==> src/rtl/stream_merger.sv <==
// Two-channel stream merger: per-channel FIFOs with early stall and id sequence checking,
// arbitrated round-robin into a single registered output beat.

// Widths normally come from defines.vh; these fallbacks apply only when it is not compiled first.
`ifndef ADDRESS_WIDTH
`define ADDRESS_WIDTH 32
`endif
`ifndef ID_WIDTH
`define ID_WIDTH 4
`endif

module stream_merger_fifo #(
  parameter int FIFO_DEPTH    = 4,
  parameter int ADDRESS_WIDTH = 32,
  parameter int ID_WIDTH      = 4
) (
  input  logic                     clk,
  input  logic                     reset,
  input  logic [ADDRESS_WIDTH-1:0] in_address,
  input  logic [ID_WIDTH-1:0]      in_id,
  input  logic                     in_valid,
  input  logic                     pop,
  output logic [ADDRESS_WIDTH-1:0] head_address,
  output logic [ID_WIDTH-1:0]      head_id,
  output logic                     empty,
  output logic                     stall,
  output logic                     drop,
  output logic                     seq_error
);
  localparam int PW = $clog2(FIFO_DEPTH);
  localparam int CW = PW + 1;

  logic [ADDRESS_WIDTH-1:0] mem_address [FIFO_DEPTH];
  logic [ID_WIDTH-1:0]      mem_id      [FIFO_DEPTH];
  logic [PW-1:0]            wr_ptr;
  logic [PW-1:0]            rd_ptr;
  logic [CW-1:0]            count;
  logic [CW-1:0]            count_next;
  logic [ID_WIDTH-1:0]      expected_id;
  logic                     full;
  logic                     accept;

  // A full FIFO still takes a beat when the head leaves on the same edge.
  assign full         = (count == CW'(FIFO_DEPTH));
  assign empty        = (count == '0);
  assign accept       = in_valid && (!full || pop);
  assign drop         = in_valid && full && !pop;
  assign count_next   = count + CW'(accept) - CW'(pop);
  assign head_address = mem_address[rd_ptr];
  assign head_id      = mem_id[rd_ptr];

  // NOTE: storage has no reset; count alone says what is valid, so stale entries are never read.
  always_ff @(posedge clk) begin
    if (accept) begin
      mem_address[wr_ptr] <= in_address;
      mem_id[wr_ptr]      <= in_id;
    end
  end

  // NOTE: state uses non-blocking assignments so every flop samples the pre-edge values.
  always_ff @(posedge clk or posedge reset) begin
    if (reset) begin
      wr_ptr      <= '0;
      rd_ptr      <= '0;
      count       <= '0;
      stall       <= 1'b0;
      expected_id <= ID_WIDTH'(1);
      seq_error   <= 1'b0;
    end else begin
      if (accept) begin
        wr_ptr      <= wr_ptr + PW'(1);
        expected_id <= in_id + ID_WIDTH'(1);
        if (in_id != expected_id) seq_error <= 1'b1;
      end
      if (pop) rd_ptr <= rd_ptr + PW'(1);
      count <= count_next;
      // Raised one entry early so the beat already in flight from the source still fits.
      stall <= (count_next >= CW'(FIFO_DEPTH - 1));
    end
  end
endmodule

module stream_merger #(
  parameter int FIFO_DEPTH = 4
) (
  input  logic                      clk,
  input  logic                      reset,
  input  logic [`ADDRESS_WIDTH-1:0] in_address_1,
  input  logic [`ID_WIDTH-1:0]      in_id_1,
  input  logic                      in_valid_1,
  output logic                      out_stall_1,
  input  logic [`ADDRESS_WIDTH-1:0] in_address_2,
  input  logic [`ID_WIDTH-1:0]      in_id_2,
  input  logic                      in_valid_2,
  output logic                      out_stall_2,
  output logic [`ADDRESS_WIDTH-1:0] out_address,
  output logic [`ID_WIDTH-1:0]      out_id,
  output logic                      out_channel,
  output logic                      out_valid,
  input  logic                      in_ready,
  output logic                      seq_error_1,
  output logic                      seq_error_2,
  output logic                      overflow
);
  localparam int AW = `ADDRESS_WIDTH;
  localparam int IW = `ID_WIDTH;

  typedef enum logic {CH1 = 1'b0, CH2 = 1'b1} channel_e;

  logic [AW-1:0] head_address_1;
  logic [AW-1:0] head_address_2;
  logic [IW-1:0] head_id_1;
  logic [IW-1:0] head_id_2;
  logic          empty_1;
  logic          empty_2;
  logic          drop_1;
  logic          drop_2;
  logic          pop_1;
  logic          pop_2;
  logic          load;
  logic          contention;
  logic          grant_valid;
  channel_e      grant;
  channel_e      rr;

  stream_merger_fifo #(.FIFO_DEPTH(FIFO_DEPTH), .ADDRESS_WIDTH(AW), .ID_WIDTH(IW)) fifo_1 (
    .clk          (clk),
    .reset        (reset),
    .in_address   (in_address_1),
    .in_id        (in_id_1),
    .in_valid     (in_valid_1),
    .pop          (pop_1),
    .head_address (head_address_1),
    .head_id      (head_id_1),
    .empty        (empty_1),
    .stall        (out_stall_1),
    .drop         (drop_1),
    .seq_error    (seq_error_1)
  );

  stream_merger_fifo #(.FIFO_DEPTH(FIFO_DEPTH), .ADDRESS_WIDTH(AW), .ID_WIDTH(IW)) fifo_2 (
    .clk          (clk),
    .reset        (reset),
    .in_address   (in_address_2),
    .in_id        (in_id_2),
    .in_valid     (in_valid_2),
    .pop          (pop_2),
    .head_address (head_address_2),
    .head_id      (head_id_2),
    .empty        (empty_2),
    .stall        (out_stall_2),
    .drop         (drop_2),
    .seq_error    (seq_error_2)
  );

  always_comb begin
    // NOTE: every signal gets a default before the branches, so no path can infer a latch.
    load        = !out_valid || in_ready;
    contention  = load && !empty_1 && !empty_2;
    grant       = CH1;
    grant_valid = 1'b0;
    if (load) begin
      if (contention) begin
        grant       = rr;
        grant_valid = 1'b1;
      end else if (!empty_1) begin
        grant       = CH1;
        grant_valid = 1'b1;
      end else if (!empty_2) begin
        grant       = CH2;
        grant_valid = 1'b1;
      end
    end
  end

  assign pop_1 = grant_valid && (grant == CH1);
  assign pop_2 = grant_valid && (grant == CH2);

  always_ff @(posedge clk or posedge reset) begin
    if (reset) begin
      rr          <= CH1;
      out_valid   <= 1'b0;
      out_address <= '0;
      out_id      <= '0;
      out_channel <= 1'b0;
      overflow    <= 1'b0;
    end else begin
      // The pointer only moves when it actually decided between two contenders.
      if (contention) rr <= (grant == CH1) ? CH2 : CH1;
      if (load) begin
        out_valid <= grant_valid;
        if (grant_valid) begin
          out_address <= (grant == CH2) ? head_address_2 : head_address_1;
          out_id      <= (grant == CH2) ? head_id_2 : head_id_1;
          out_channel <= grant;
        end
      end
      if (drop_1 || drop_2) overflow <= 1'b1;
    end
  end
endmodule

==> config.mk <==
export PLATFORM = sky130hd
export DESIGN_NAME = stream_merger
export DESIGN_NICKNAME = d
export VERILOG_FILES = /design/src/rtl/stream_merger.sv
export SDC_FILE = /design/constraint.sdc
export NUM_CORES = 1
export LEC_CHECK = 0
export CORE_UTILIZATION = 25
export CTS_CLUSTER_SIZE = 8
export DETAILED_ROUTE_END_ITERATION = 10
export GPL_TIMING_DRIVEN = 0
export SYNTH_ARGS = -nofsm -noshare
export SYNTH_HDL_FRONTEND = slang
export SYNTH_HIERARCHICAL = 1
export SYNTH_SLANG_ARGS = --single-unit
==> constraint.sdc <==
create_clock -name clk -period 3.2 [get_ports clk]
set_input_delay 0.32 -clock clk [delete_from_list [all_inputs] [get_ports clk]]
set_output_delay 0.32 -clock clk [all_outputs]
set_load 0.01 [all_outputs]
After elaboration in Yosys (flattened, before gate mapping)
Memory sizes are Yosys's and may differ from the RTL's.
Index checks and enable logic that the tools add are counted.
Word-level totals
  output and inout port bits: 43
  logic and storage cells: 79
  memories kept: 4
  input bits: 77
  register bits: 66
  RAM bits: 288
Operators by class
  multiplexer cells: 14
  reductions and logical operators: 26
  eq/ne operators: 4
  magnitude comparators: 2
  add/subtract/negate cells: 10
  bitwise gates (word level): 1
Memories
  fifo_1.mem_address: words 4, width 32, read ports 1, clocked after Yosys merged registers in 0, wr ports 1, RTL line 33  | logic [ADDRESS_WIDTH-1:0] mem_address [FIFO_DEPTH];
  fifo_2.mem_address: words 4, width 32, read ports 1, clocked after Yosys merged registers in 0, wr ports 1, RTL line 33
  fifo_1.mem_id: words 4, width 4, read ports 1, clocked after Yosys merged registers in 0, wr ports 1, RTL line 34  | logic [ID_WIDTH-1:0] mem_id [FIFO_DEPTH];
  fifo_2.mem_id: words 4, width 4, read ports 1, clocked after Yosys merged registers in 0, wr ports 1, RTL line 34
Operators with widths (count)
  two-way mux 32 bit: 1
  two-way mux 1 bit: 12
  logical AND 1 bit: 10
  adder 2 x 1 -> 2 bit, second input constant: 4
  adder 4 x 1 -> 4 bit, second input constant: 2
  inequality test 4 bit: 2
  logical NOT 1 bit: 7
  adder 3 x 1 -> 3 bit: 2
  == test 3 bit, second input constant: 2
  >= comparator 3 x 2 -> 1 bit, second input constant: 2
  logical NOT 3 bit: 2
  AND reduction 2 bit: 3
  subtractor 3 x 1 -> 3 bit: 2
  logical OR 1 bit: 4
  two-way mux 4 bit: 1
  NOT 1 bit: 1

Logic depth before layout (Yosys ltp)
  depth in word-level cells: 13
  mapped depth: 16
  mapped depth without buffers: 14

Cells and area by module
The synthesis kept the hierarchy.
Modules (own cells, without submodules)
  stream_merger_fifo: area an instance 5930.7 um^2, cells each 248, sequential area each 4650.7 um^2, times used 2
  stream_merger: area an instance 1814.2 um^2, cells each 140, sequential area each 1001.0 um^2, times used 1

Worst setup path before layout
OpenSTA, ideal clock, no wires.
  path kind: register to register
  from: register fifo_1.count[1]
  to: register fifo_2.stall
  cell stages (with the launch flop): 17
  path slack: -0.196 ns
  data arrival time: 3.278 ns
  library setup time: 0.118 ns
  buffers on the path: 2
  cell sequence: dfrtp_1 -> nor3_1 -> o21ba_1 -> buf_6 -> buf_6 -> and2_1 -> nor4b_4 -> nor2_4 -> inv_1 -> ha_1 -> inv_1 -> ha_1 -> inv_1 -> fa_1 -> xnor2_1 -> xnor2_1 -> a21o_1
On the way
  cells in the longest elaborated chain, start to end: 12
  elaborated cells on any way between the ends: 16
Ends and longest elaborated chain
  start: declaration: RTL line 37  | logic [CW-1:0] count;
  start signal: assignment: RTL line 76  | count <= count_next;
  logical NOT 3 bit (*): RTL line 45  | assign empty = (count == '0);
  net empty_1: RTL line 114  | logic empty_1;
  logical NOT 1 bit
  logical AND 1 bit (2 in series): RTL line 159  | contention = load && !empty_1 && !empty_2;
  two-way mux 1 bit: RTL line 163  | if (contention) begin
  two-way mux 1 bit: RTL line 162  | if (load) begin
  logical AND 1 bit (*): RTL line 177  | assign pop_2 = grant_valid && (grant == CH2);
  net pop_2: RTL line 119  | logic pop_2;
  logical OR 1 bit: RTL line 46  | assign accept = in_valid && (!full || pop);
  logical AND 1 bit: RTL line 46
  adder 3 x 1 -> 3 bit: RTL line 48  | assign count_next = count + CW'(accept) - CW'(pop);
  subtractor 3 x 1 -> 3 bit (*): RTL line 48
  net fifo_2.count_next[2]: RTL line 38  | logic [CW-1:0] count_next;
  >= comparator 3 x 2 -> 1 bit (*): RTL line 78  | stall <= (count_next >= CW'(FIFO_DEPTH - 1));
  end signal: assignment: RTL line 78
  end: declaration: RTL line 26  | output logic stall,
Mark *: on every way through the listed nets, which the timed path passes. The rest lies on a longest branch.
A chain may end at the register's enable or synchronous reset.

Worst setup path after layout
  from: register fifo_1.count[1]
  to: register fifo_1.stall
On the way
  cells in the longest elaborated chain, start to end: 13
  elaborated cells on any way between the ends: 19
Ends and longest elaborated chain
  logical NOT 3 bit (*): RTL line 45
  net empty_1: RTL line 114
  logical NOT 1 bit
  logical AND 1 bit (2 in series): RTL line 159
  two-way mux 1 bit: RTL line 163
  two-way mux 1 bit: RTL line 162
  NOT 1 bit
  logical AND 1 bit (*): RTL line 176  | assign pop_1 = grant_valid && (grant == CH1);
  net pop_1: RTL line 118  | logic pop_1;
  logical OR 1 bit: RTL line 46
  logical AND 1 bit: RTL line 46
  adder 3 x 1 -> 3 bit: RTL line 48
  subtractor 3 x 1 -> 3 bit (*): RTL line 48
  net fifo_1.count_next[2]: RTL line 38
  >= comparator 3 x 2 -> 1 bit (*): RTL line 78
  end signal: assignment: RTL line 78
  end: declaration: RTL line 26
Marks and branches as above.

==> results.py <==
metrics = {
    "outcome": {
        "status": "complete, no violations",
    },
    "critical_path": {
        "cp.arrival_ps": 3570,
        "crit_path_end_kind": "flop",
        "ff2ff_setup_slack_ps": 70,
        "worst-setup-path-type": "reg2reg",
        "crit_buf_inv": 5,
        "worstPathRequired_ps": 3640,
        "path_max_fanout": 5,
        "slowest_stage": "dfrtp_1",
        "crit_path_frequent_cell": "inv_1",
        "crit_path_max_incr_delay_ps": 490,
        "crit_path_start_kind": "flop",
        "path_cells": "nor3_4 -> buf_4 -> nor3_4 -> buf_6 -> nor4b_4 -> nor2_4 -> inv_1 -> ha_1 -> inv_1 -> ha_1 -> inv_1 -> fa_1 -> xnor2_2 -> xnor2_1 -> a21o_1",
        "crit_family": "adder cells",
    },
    "placement": {
        "pre_cts_slack_ps": -487,
        "place.gp.congestion": 0.739,
        "dp_hpwl_microns": 20500,
        "place_area_sq_um": 15800,
        "place_inst": 1452,
        "io_buffers": 119,
    },
    "pwr": {
        "power.density_nw_per_um2": 946,
        "peakVddDrop_v": 0.000385,
        "p_leak_nw": 6.02,
        "total_power_mw": 16.5,
    },
    "min_path": {
        "hold_class": "in2async",
    },
    "floorplanning": {
        "start_util_pct": 25.4,
        "fp-row-count": 85,
        "pin_count": 120,
        "die_h_microns": 236,
        "die_w_microns": 236,
        "die-area_sq_um": 55600,
        "coreArea_sq_um": 53900,
    },
    "drt": {
        "num_vias": 6719,
        "post-route-drc-count": 0,
        "ant_nets": 0,
        "vias_per_cell": 4.30,
        "drt-total-wl_microns": 31000,
        "first_pass_iters": 4,
        "first_iter_violations": 296,
        "wire_per_inst_microns": 19.8,
    },
    "cells_and_area": {
        "fin_util_pct": 32.3,
        "area_delta_synth_final_pct": 27.2,
        "multiInputGateArea_sq_um": 3120,
        "fillCellCount": 5050,
        "fin_cells": 1562,
        "layout.nets": 914,
        "postLayoutCellArea_sq_um": 17400,
        "seqCellArea_sq_um": 10300,
        "drive_above_1_share_pct": 24.6,
    },
    "clock_tree": {
        "ctsHtreeMaxLevel": 2,
        "cts_tree": "built",
        "cts_buffers": 50,
        "cts_root_buffer": "clkbuf_16",
        "cts_buffer_depth": 3,
        "clock_latency_ps": 570,
        "clk_pin_slew_ps": 50,
        "cts_sinks": 354,
    },
    "timing": {
        "finalMaxSlewViolations": 0,
        "finalSetupViolations": 0,
        "fin_skew_ps": 16.2,
        "setup_tns_ps": 0,
        "finalHoldViolCount": 0,
        "relSlewSlack_pct": 29.1,
        "min_period_over_period_pct": 97.9,
        "tightestPinTransition_ps": 1060,
        "setup_ws_ps": 67.0,
        "final.min_clock_period_ps": 3130,
        "rsz0062_at_grt": "yes",
        "timing.hold.ws_ps": 127,
        "max_freq_mhz": 319,
    },
    "synth": {
        "netlist_instances": 636,
        "syn_avg_cell_area_sq_um": 21.5,
        "async_reset_ff_share_pct": 18.6,
        "synthDistinctLibCells": 36,
        "yosysTopAreaCellShare_pct": 63.2,
        "yosysWarnings": 6,
        "synth-edff-count": 288,
        "synth_seq_cells": 354,
        "ys_seq_area_share_pct": 75.3,
        "synthFlopType": "edfxtp_1",
        "synth_area_sq_um": 13700,
        "yosys-top-cells-count": "edfxtp_1, mux4_2, dfrtp_1",
        "synth_area_leaders": "edfxtp_1, mux4_2, dfrtp_1",
        "synth.net_count": 729,
        "yosysTopAreaCell": "edfxtp_1",
        "yosysMostFrequentCell": "edfxtp_1",
    },
    "run": {
        "maxCapViolCount": 0,
    },
    "global_route": {
        "grt_pass1_vias": 7200,
        "track_usage_pct": 11.2,
        "grt_max_degree": 37,
        "grt_overflow": 0,
        "grt_pass1_wl_microns": 46700,
        "antenna_found_initial": 9,
    },
}
[per-layer routing]
layer | GRT usage (%) | vias up | wire [microns]
li1 | - | 2993 | -
met1 | 14.5 | 3534 | 13500
met2 | 18.1 | 127 | 15000
met3 | 3.44 | 53 | 1900
met4 | 3.33 | 12 | 541
met5 | 0 | - | 65
[logic make-up (layout without fill, tap and decap cells)]
group                      after synthesis  in the layout  share of synthesized area [%]
DFF                                    354            354                           75.3
xor gates and xnor gates                23             23                           1.47
other                                    0              3                              0
muxes                                   78             78                           12.5
AOI/OAI and AO/OA                       50             50                           3.29
buffers and inverters                   47            274                           2.19
adders and majority gates               16             16                           1.57
and+or+nand+nor                         68             68                           3.62
[layout make-up]
class	instances	share of cell area, %
flip-flops and latches	354	59.3
multi-input cells	235	17.9
clock buffers	90	8.06
repair buffers	133	7.60
well taps	696	5.01
plain buffers	30	1.35
clock inverters	4	0.381
inverters	17	0.367
diodes	3	0.0432
[sequential cells by signal (all words and copies together), names as in the netlist]
register and count:
fifo_2/seq_error 1, fifo_1/rd_ptr 2, fifo_1/mem_id 16, fifo_1/wr_ptr 2, fifo_2/stall 1, fifo_2/mem_address 128, rr 1, fifo_1/seq_error 1
fifo_2/rd_ptr 2, fifo_2/mem_id 16, out_valid 1, out_id 4, fifo_1/stall 1, overflow 1, fifo_1/mem_address 128, fifo_1/expected_id 4
fifo_1/count 3, out_address 32, out_channel 1, fifo_2/expected_id 4, fifo_2/count 3, fifo_2/wr_ptr 2
[cells in the final DEF, fill, tap and decap left out, types with 5 or more instances in the layout]
cell type        count
buf_2               11
clkdlybuf4s50_1    119
a221o_1             36
and3_1              28
clkbuf_1            43
buf_6               13
buf_4               15
and2_4               5
o21ai_0              8
mux2_4               6
xnor2_1             19
mux4_2              72
clkbuf_16           50
and3_2               7
and2_2               6
edfxtp_1           288
ha_1                14
inv_1               15
dfrtp_1             62
[worst reg2reg max path: stages (launching register included)]
cell     delay (ps)
dfrtp_1         490
nor3_4          240
buf_4           190
nor3_4           50
buf_6           140
nor4b_4         400
nor2_4           60
inv_1           100
ha_1            230
inv_1            60
ha_1            130
inv_1            50
fa_1            410
xnor2_2         160
xnor2_1         150
a21o_1          170
[worst paths after layout]
path | from | endpoint | cells after the start
min reg2reg | fifo_1/seq_error$_DFFE_PP0P_ | fifo_1/seq_error$_DFFE_PP0P_ | 1
min | reset | rr$_DFFE_PP0P_ | 2
max | fifo_1/count[1]$_DFF_PP0_ | fifo_1/stall$_DFF_PP0_ | 15
max reg2reg | fifo_1/count[1]$_DFF_PP0_ | fifo_1/stall$_DFF_PP0_ | 15
min in group clk | in_address_2[21] | fifo_2/mem_address[0][21]$_DFFE_PP_ | 1
max in group asynchronous | reset | fifo_1/expected_id[0]$_DFFE_PP1P_ | 2
[power by group]
part | switching [mW] | internal (mW) | total, mW
Clock | 1.88 | 2.95 | 4.83
Combinational | 2.44 | 2.51 | 4.95
Sequential | 0.431 | 6.25 | 6.68
[what timing repair did]
| item | 4_1_cts | 5_1_grt |
|---|---|---|
| endpoints found under the hold margin | 0 | 0 |
| resized for setup | 8 | 5 |
| pin swaps | 6 | 2 |
| setup buffers | 10 | 3 |
| hold buffers | 0 | 0 |
| setup endpoints to repair | 294 | 147 |
(Power assumes the default switching activity.)
